[src/rtl/cpu_clock_ctrl_pkg.sv]
`default_nettype none
// ============================================================================
// Module   : cpu_clock_ctrl_pkg
// Brief    : Shared state encoding and defaults for the CPU run/stop control.
// Revision : 1.0
// ============================================================================
package cpu_clock_ctrl_pkg;

    typedef enum logic [1:0] {
        STOPPED = 2'd0,
        RUNNING = 2'd1,
        STEP    = 2'd2,
        HALTED  = 2'd3
    } cc_state_t;

    // 20 ms of stable level at 12 MHz
    localparam int DEFAULT_DEBOUNCE_CYCLES = 240000;

endpackage
`default_nettype wire

[src/rtl/btn_debounce.sv]
`default_nettype none
// ============================================================================
// Module   : btn_debounce
// Brief    : Synchronizes and debounces an active-low pushbutton; emits a
//            one-cycle pulse when the debounced level falls.
// Revision : 1.0
// ============================================================================
module btn_debounce
    import cpu_clock_ctrl_pkg::*;
#(
    parameter int DEBOUNCE_CYCLES = DEFAULT_DEBOUNCE_CYCLES
) (
    input  logic clk,
    input  logic rst_n,
    input  logic btn_raw,
    output logic press
);

    localparam int CW = $clog2(DEBOUNCE_CYCLES + 1);
    localparam logic [CW-1:0] C_TERMINAL = CW'(DEBOUNCE_CYCLES - 1);

    logic          r_sync1;
    logic          r_sync2;
    logic          r_stable;
    logic          r_press;
    logic [CW-1:0] r_cnt;

    always_ff @(posedge clk or negedge rst_n) begin
        if (!rst_n) begin
            r_sync1  <= 1'b1;
            r_sync2  <= 1'b1;
            r_stable <= 1'b1;
            r_press  <= 1'b0;
            r_cnt    <= '0;
        end else begin
            r_sync1 <= btn_raw;
            r_sync2 <= r_sync1;
            r_press <= 1'b0;
            if (r_sync2 != r_stable) begin
                if (r_cnt == C_TERMINAL) begin
                    r_stable <= r_sync2;
                    r_cnt    <= '0;
                    // only the press (falling) edge is reported
                    r_press  <= ~r_sync2;
                end else begin
                    r_cnt <= r_cnt + CW'(1);
                end
            end else begin
                r_cnt <= '0;
            end
        end
    end

    assign press = r_press;

endmodule
`default_nettype wire

[src/rtl/cpu_clock_ctrl.sv]
`default_nettype none
// ============================================================================
// Module   : cpu_clock_ctrl
// Brief    : Run/stop/single-step controller turning divided tick edges into
//            gated one-cycle CPU clock enables.
// Revision : 1.0
// ============================================================================
module cpu_clock_ctrl
    import cpu_clock_ctrl_pkg::*;
#(
    parameter int DEBOUNCE_CYCLES = DEFAULT_DEBOUNCE_CYCLES,
    parameter int CNT_W           = 16
) (
    input  logic             clk,
    input  logic             rst_btn,
    input  logic             tick_in,
    input  logic             run_btn,
    input  logic             step_btn,
    input  logic             halt_req,
    output logic             cpu_ce,
    output logic             running,
    output logic             halted,
    output logic [CNT_W-1:0] cycle_count
);

    logic             r_tick_s1;
    logic             r_tick_s2;
    logic             r_tick_prev;
    logic             w_tick;
    logic             w_run_press;
    logic             w_step_press;
    cc_state_t        r_state;
    cc_state_t        w_state_next;
    logic             w_ce_next;
    logic             r_cpu_ce;
    logic             r_running;
    logic             r_halted;
    logic [CNT_W-1:0] r_cycle_count;

    btn_debounce #(
        .DEBOUNCE_CYCLES (DEBOUNCE_CYCLES)
    ) u_run_db (
        .clk     (clk),
        .rst_n   (rst_btn),
        .btn_raw (run_btn),
        .press   (w_run_press)
    );

    btn_debounce #(
        .DEBOUNCE_CYCLES (DEBOUNCE_CYCLES)
    ) u_step_db (
        .clk     (clk),
        .rst_n   (rst_btn),
        .btn_raw (step_btn),
        .press   (w_step_press)
    );

    always_ff @(posedge clk or negedge rst_btn) begin
        if (!rst_btn) begin
            r_tick_s1   <= 1'b0;
            r_tick_s2   <= 1'b0;
            r_tick_prev <= 1'b0;
        end else begin
            r_tick_s1   <= tick_in;
            r_tick_s2   <= r_tick_s1;
            r_tick_prev <= r_tick_s2;
        end
    end

    assign w_tick = r_tick_s2 & ~r_tick_prev;

    // Halt is checked first so it suppresses a coincident tick or press.
    always_comb begin
        w_state_next = r_state;
        w_ce_next    = 1'b0;
        case (r_state)
            STOPPED: begin
                if (w_run_press)
                    w_state_next = RUNNING;
                else if (w_step_press)
                    w_state_next = STEP;
            end
            RUNNING: begin
                if (halt_req) begin
                    w_state_next = HALTED;
                end else begin
                    w_ce_next = w_tick;
                    if (w_run_press)
                        w_state_next = STOPPED;
                end
            end
            STEP: begin
                if (halt_req) begin
                    w_state_next = HALTED;
                end else if (w_run_press) begin
                    w_state_next = RUNNING;
                end else if (w_tick) begin
                    w_ce_next    = 1'b1;
                    w_state_next = STOPPED;
                end
            end
            HALTED: begin
                w_state_next = HALTED;
            end
            default: begin
                w_state_next = STOPPED;
            end
        endcase
    end

    always_ff @(posedge clk or negedge rst_btn) begin
        if (!rst_btn) begin
            r_state       <= STOPPED;
            r_cpu_ce      <= 1'b0;
            r_running     <= 1'b0;
            r_halted      <= 1'b0;
            r_cycle_count <= '0;
        end else begin
            r_state       <= w_state_next;
            r_cpu_ce      <= w_ce_next;
            r_running     <= (w_state_next == RUNNING);
            r_halted      <= (w_state_next == HALTED);
            r_cycle_count <= r_cycle_count + CNT_W'(w_ce_next);
        end
    end

    assign cpu_ce      = r_cpu_ce;
    assign running     = r_running;
    assign halted      = r_halted;
    assign cycle_count = r_cycle_count;

endmodule
`default_nettype wire

[config.mk]
export PLATFORM = sky130hd
export DESIGN_NAME = cpu_clock_ctrl
export DESIGN_NICKNAME = d
export VERILOG_FILES = /design/src/rtl/cpu_clock_ctrl_pkg.sv /design/src/rtl/btn_debounce.sv /design/src/rtl/cpu_clock_ctrl.sv
export SDC_FILE = /design/constraint.sdc
export NUM_CORES = 1
export LEC_CHECK = 0
export ABC_CLOCK_PERIOD_IN_PS = 3100
export BUFFER_PORTS_ARGS = -buffer_cell sky130_fd_sc_hd__buf_2
export CAP_MARGIN = 40
export CORE_ASPECT_RATIO = 0.7
export CORE_MARGIN = 2
export CORE_UTILIZATION = 60
export CTS_BUF_LIST = sky130_fd_sc_hd__clkbuf_4
export DETAILED_ROUTE_END_ITERATION = 8
export PLACE_DENSITY = 0.76
export SLEW_MARGIN = 30
export SYNTH_ARGS = -nofsm -noshare
export SYNTH_HDL_FRONTEND = slang
export SYNTH_SLANG_ARGS = --single-unit
[constraint.sdc]
create_clock -name clk -period 3.1 [get_ports clk]
set_clock_uncertainty 0.1 [all_clocks]
set_input_delay 0.155 -clock clk [delete_from_list [all_inputs] [get_ports clk]]
set_output_delay 0.155 -clock clk [all_outputs]
set_load 0.01 [all_outputs]
# Word level (Yosys, flattened, before mapping)
# Index checks and enable logic that the tools add are counted.
# op_classes
n_addsub,3
eq_ne,9
muxes,21
n_bitwise,4
reduce_logical,3
# ops
op,n
18-bit two-way mux,4
"18-bit by 1-bit adder with 18-bit output, second input constant",2
"18-bit equality test, second input constant",2
16-bit by 1-bit adder with 16-bit output,1
2-bit two-way mux,7
1-bit two-way mux,8
2-bit case mux with 4 select lines,1
"2-bit equality test, second input constant",3
"2-bit by 1-bit equality test with 1-bit output, second input constant",2
2-bit AND reduction,2
1-bit inverter,3
2-bit logical NOT,1
1-bit inequality test,2
1-bit case mux with 2 select lines,1
1-bit bitwise AND,1
# word_totals
ff_bits,68
input_bits,6
output_inout_bits,19

# Longest topological paths before layout
# logic_depth
depth_word,7
depth_mapped,10
ltp_nobuf,10

# Hierarchy
# A second synthesis with hierarchy kept.
# unflattened
hier_cells,288
hier_area_um2,3194.3
# modules_own_cells
module,n_inst,cells_each,area_each_um2
btn_debounce,2,99,1049.8
cpu_clock_ctrl,1,90,1094.8

# Worst setup path before layout
# Ideal clock, no wire load.
# synth_path
path_kind,register to register
start,reg r_tick_prev
end,"reg r_cycle_count[13], in the netlist cycle_count[13]"
setup_time_ns,0.125
arrival_time_ns,2.084
setup_slack_ns,0.791
stages_incl_launch_ff,8
synth_period_minus_slack_ns,2.309
cell_sequence,dfrtp_1 -> or3b_2 -> nor3b_1 -> ha_1 -> nand3_1 -> nor3_1 -> nand3_1 -> xnor2_1
# synth_between
elab_chain_cells,7
# synth_lines
item,line_no,source
from (decl),cpu_clock_ctrl.sv:28,logic r_tick_prev;
from (signal assigned),cpu_clock_ctrl.sv:66,r_tick_prev <= r_tick_s2;
1-bit inverter (*),cpu_clock_ctrl.sv:70,assign w_tick = r_tick_s2 & ~r_tick_prev;
1-bit bitwise AND (*),cpu_clock_ctrl.sv:70,
1-bit two-way mux,cpu_clock_ctrl.sv:97,end else if (w_tick) begin
1-bit two-way mux,cpu_clock_ctrl.sv:95,end else if (w_run_press) begin
1-bit two-way mux,cpu_clock_ctrl.sv:93,if (halt_req) begin
1-bit case mux with 2 select lines (*),cpu_clock_ctrl.sv:76,case (r_state)
via w_ce_next,cpu_clock_ctrl.sv:34,logic w_ce_next;
16-bit by 1-bit adder with 16-bit output (*),cpu_clock_ctrl.sv:123,r_cycle_count <= r_cycle_count + CNT_W'(w_ce_next);
to (signal assigned),cpu_clock_ctrl.sv:123,
to (decl),cpu_clock_ctrl.sv:38,logic [CNT_W-1:0] r_cycle_count;
# The timed path passes the listed nets; every way through them passes the cells marked *.
# A chain may end at the register's enable or synchronous reset.

# Final worst setup path
# layout_path
start,in halt_req
end,"reg r_cycle_count[13], in the netlist cycle_count[13]"
# layout_between
elab_chain_cells,3
# layout_lines
item,line_no,source
from (decl),cpu_clock_ctrl.sv:19,"input logic halt_req,"
"1-bit two-way mux, on equally long branches","cpu_clock_ctrl.sv:93, cpu_clock_ctrl.sv:84",
1-bit case mux with 2 select lines (*),cpu_clock_ctrl.sv:76,
via w_ce_next,cpu_clock_ctrl.sv:34,
16-bit by 1-bit adder with 16-bit output (*),cpu_clock_ctrl.sv:123,
# Marked as above.

==> reports/qor.tcl <==
set qor(maximum_number_of_pins_on_one_net_before_global_route_repair) 52
set qor(die_width_um) 90.5
set qor(final-seq-area_sq_um) 1710
set qor(n_fill_cell) 382
set qor(nets) 334
set qor(power_switching_share_pct) 26.6
set qor(total_power_mw) 1.90
set qor(synth-seq-area-share_pct) 54.4
set qor(critPathMostFrequentCell) {sky130_fd_sc_hd__nand3_1}
set qor(drv_slew) 0
set qor(dp_hpwl_um) 3720
set qor(grt_pass1_vias) 2041
set qor(power.leakage_nw) 1.65
set qor(antenna_cells) 0
set qor(cts_root_buf) {sky130_fd_sc_hd__clkbuf_4}
set qor(synthesis.yosys.warnings) 0
set qor(post_route_cells_drive_above_1_share_pct) 17.3
set qor(ioPinCount) 25
set qor(layout_common_cells) {62 x sky130_fd_sc_hd__dfrtp_1, 34 x sky130_fd_sc_hd__nor2_1, 27 x sky130_fd_sc_hd__xor2_1}
set qor(ir_worst_vdd_v) 0.000246
set qor(initial_core_utilization_pct) 64.0
set qor(crit_fanout) 4
set qor(drv.max_cap_violation_count) 0
set qor(post-route-period-util_pct) 86.2
set qor(core-area_sq_um) 4910
set qor(fp.dieH_um) 64.6
set qor(grt_use_total_pct) 21.3
set qor(portBuffers) 24
set qor(max-slew-margin-rel_pct) 53.4
set qor(tritoncts_buffers) 9
set qor(detailroute.via_count) 2152
set qor(routabilityCongestion) 0.791
set qor(report.final.setup_viol) 0
set qor(critPathSlowestCell) {sky130_fd_sc_hd__dlygate4sd3_1}
set qor(p_int_mw) 1.40
set qor(wire_length_of_the_first_global_routing_pass_um) 9710
set qor(detail_route.iter0.violations) 151
set qor(cts_setup_buffers) 0
set qor(cts_resized) 0
set qor(worstPathCellList) {dlygate4sd3_1 -> buf_2 -> or3b_2 -> nor3b_1 -> ha_1 -> nand3_1 -> nor3_1 -> nand3_1 -> xnor2_1}
set qor(mappedNetlistNets) 301
set qor(standard_cell_rows) 21
set qor(post_synth.cell_area_avg_sq_um) 11.0
set qor(share_seq_of_total_power_pct) 52.5
set qor(syn_to_final_growth_pct) 11.7
set qor(synth.distinct_cells) 40
set qor(routed_wire_length_per_instance_um) 13.7
set qor(setup_slack_ns) 0.429
set qor(drt-total-wl_um) 5400
set qor(worst_reg2reg_path_startpoint) {r_tick_prev}
set qor(clkLatencyLatePin_ns) 0.40
set qor(power_switching_uw) 506
set qor(multi_input_comb_area_sq_um) 1360
set qor(worst_setup_hold_path_clk_slew_ns) 0.11
set qor(most_common_cell_after_layout_fill_and_taps_aside) {sky130_fd_sc_hd__dfrtp_1}
set qor(viasPerCell) 5.48
set qor(clock_tree.buffer_depth) 2
set qor(tritoncts) {yes}
set qor(min-delay-path-class) {in -> async}
set qor(worst-slew-pin-transition_ns) 0.699
set qor(final_critical_path_time_including_i_o_delays_and_setup_ns) 2.67
set qor(grt_antenna_before_repair) 0
set qor(mappedNetlistArea_sq_um) 3140
set qor(share_clk_of_total_power_pct) 33.4
set qor(cts_max_level) 3
set qor(setup.worst_path.start_class) {input pin}
set qor(pwr_density_cell_nw_per_um2) 541
set qor(post-route-drc-count) 0
set qor(setup_tns_final_ns) 0
set qor(timing_worst_setup_path_type) {in -> reg}
set qor(netlist_instances) 286
set qor(run_status) {completed}
set qor(floorplan.die_area_sq_um) 5840
set qor(cp_data_arrival_time_ns) 2.87
set qor(slowest_delay_ns) 0.53
set qor(dr.pass1.iters) 4
set qor(route.antenna.remaining_nets) 0
set qor(ys_seq_elements) 68
set qor(cts_sinks) 68
set qor(hold_buffers) 5
set qor(hold_viol_final) 0
set qor(rsz0062_at_grt) {no}
set qor(global_route.overflow_total) 0
set qor(dpl_worst_slack_ns) 0.463
set qor(combPwrFrac_pct) 14.1
set qor(achievable-frequency_mhz) 374
set qor(kind_of_capture_point_of_the_worst_setup_path) {flip-flop}
set qor(timing.critical_path.required_ns) 3.29
set qor(critical_path_origin) {halt_req}
==> cells by family (layout without fill, tap and decap cells) <==
group	Yosys count	after routing	share of synthesized area, %
simple gates	128	128	22.4
flops	68	68	54.4
xor+xnor	42	42	11.7
compound gates	23	23	4.86
buf+inv	14	52	2.27
fa+ha+maj	9	9	3.58
mux	2	2	0.836
==> state kept, by name, summed over array words and instances, names as in the netlist <==
register	cells
u_run_db.r_sync2	1
u_step_db.r_sync2	1
r_state	2
halted	1
r_tick_prev	1
u_step_db.r_cnt	18
u_run_db.r_cnt	18
r_tick_s1	1
r_tick_s2	1
u_run_db.r_sync1	1
u_step_db.press	1
cycle_count	16
running	1
cpu_ce	1
u_step_db.r_stable	1
u_run_db.press	1
u_step_db.r_sync1	1
u_run_db.r_stable	1
==> layer usage <==
layer	share of wire [%]	GRT usage [%]	vias up
li1	-	-	1070
met1	54	32.0	1032
met2	41	28.9	43
met3	4.0	6.98	7
met4	1.1	7.31	0
met5	0	0	-
==> power groups by stage <==
stage	Combinational, mW	Clock [mW]	Sequential (mW)
after floorplan	0.156	0	1.02
after global placement	0.254	0	1.01
after detailed placement	0.259	0	1.01
after CTS	0.263	0.654	0.998
after global routing	0.302	0.695	1.01
final	0.268	0.635	0.998
==> area by class of cell <==
cell class / instances / share of cell area (%)
Multi-Input combinational cell: 204 / 38.8
Clock inverter: 6 / 2.24
Clock buffer: 10 / 2.14
Timing Repair Buffer: 31 / 5.17
Inverter: 5 / 0.534
Tap cell: 69 / 2.46
Sequential cell: 68 / 48.7
==> worst max-delay path: cells and delay by family <==
kind / cells / cell delay, ns
xor+xnor: 1 / 0.15
fa+ha+maj: 1 / 0.23
buf+inv: 2 / 0.67
simple gates: 5 / 1.64
==> stage by stage <==
step | cells | utilization, % | hold WS, ns | instance area (sq um)
after global routing | 393 | 71.5 | 0.0848 | 3510
final | 393 | 71.5 | 0.0987 | 3510
after CTS | 392 | 71.4 | 0.0833 | 3510
after global placement | 371 | 67.3 | 0.00579 | 3300
after detailed placement | 371 | 67.3 | 0.00159 | 3300
after floorplan | 286 | - | -0.241 | 3140
==> Yosys cell counts (all sizes together) <==
master   instances  area, sq um
and2             4         25.0
nor4b            1         8.76
o211ai           1         7.51
nor2b            2         12.5
xor2            27          236
o31ai            1         21.3
clkbuf           4         16.3
nor4             2         12.5
xnor2           15          131
nand2           13         48.8
and3            10         65.1
or3b             1         8.76
ha               9          113
o211a            1         10.0
o21a             1         7.51
a2111oi          1         8.76
a31o             1         8.76
nand3           21          105
nand2b           1         6.26
dfrtp           62         1550
nor3b            5         37.5
or3              8         60.1
o21ai            7         35.0
nor2            34          128
nor3             4         20.0
buf              5         36.3
nand4           17          121
mux2             2         26.3
inv              5         18.8
and4             5         43.8
o311ai           1         8.76
dfstp            6          158
a21oi            9         45.0
==> final timing paths <==
kind | endpoint | slack (ns) | cells after the start
max | cycle_count[13] | 0.43 | 9
min | u_step_db.r_cnt[8] | 0.1 | 2
max reg2reg | cycle_count[13] | 0.49 | 7
min reg2reg | r_tick_s2 | 0.26 | 0
max in group asynchronous | u_run_db.r_cnt[6] | 1.85 | 3
min in group clk | r_tick_s2 | 0.26 | 0
No activity file was read; power rests on OpenSTA's default activity.
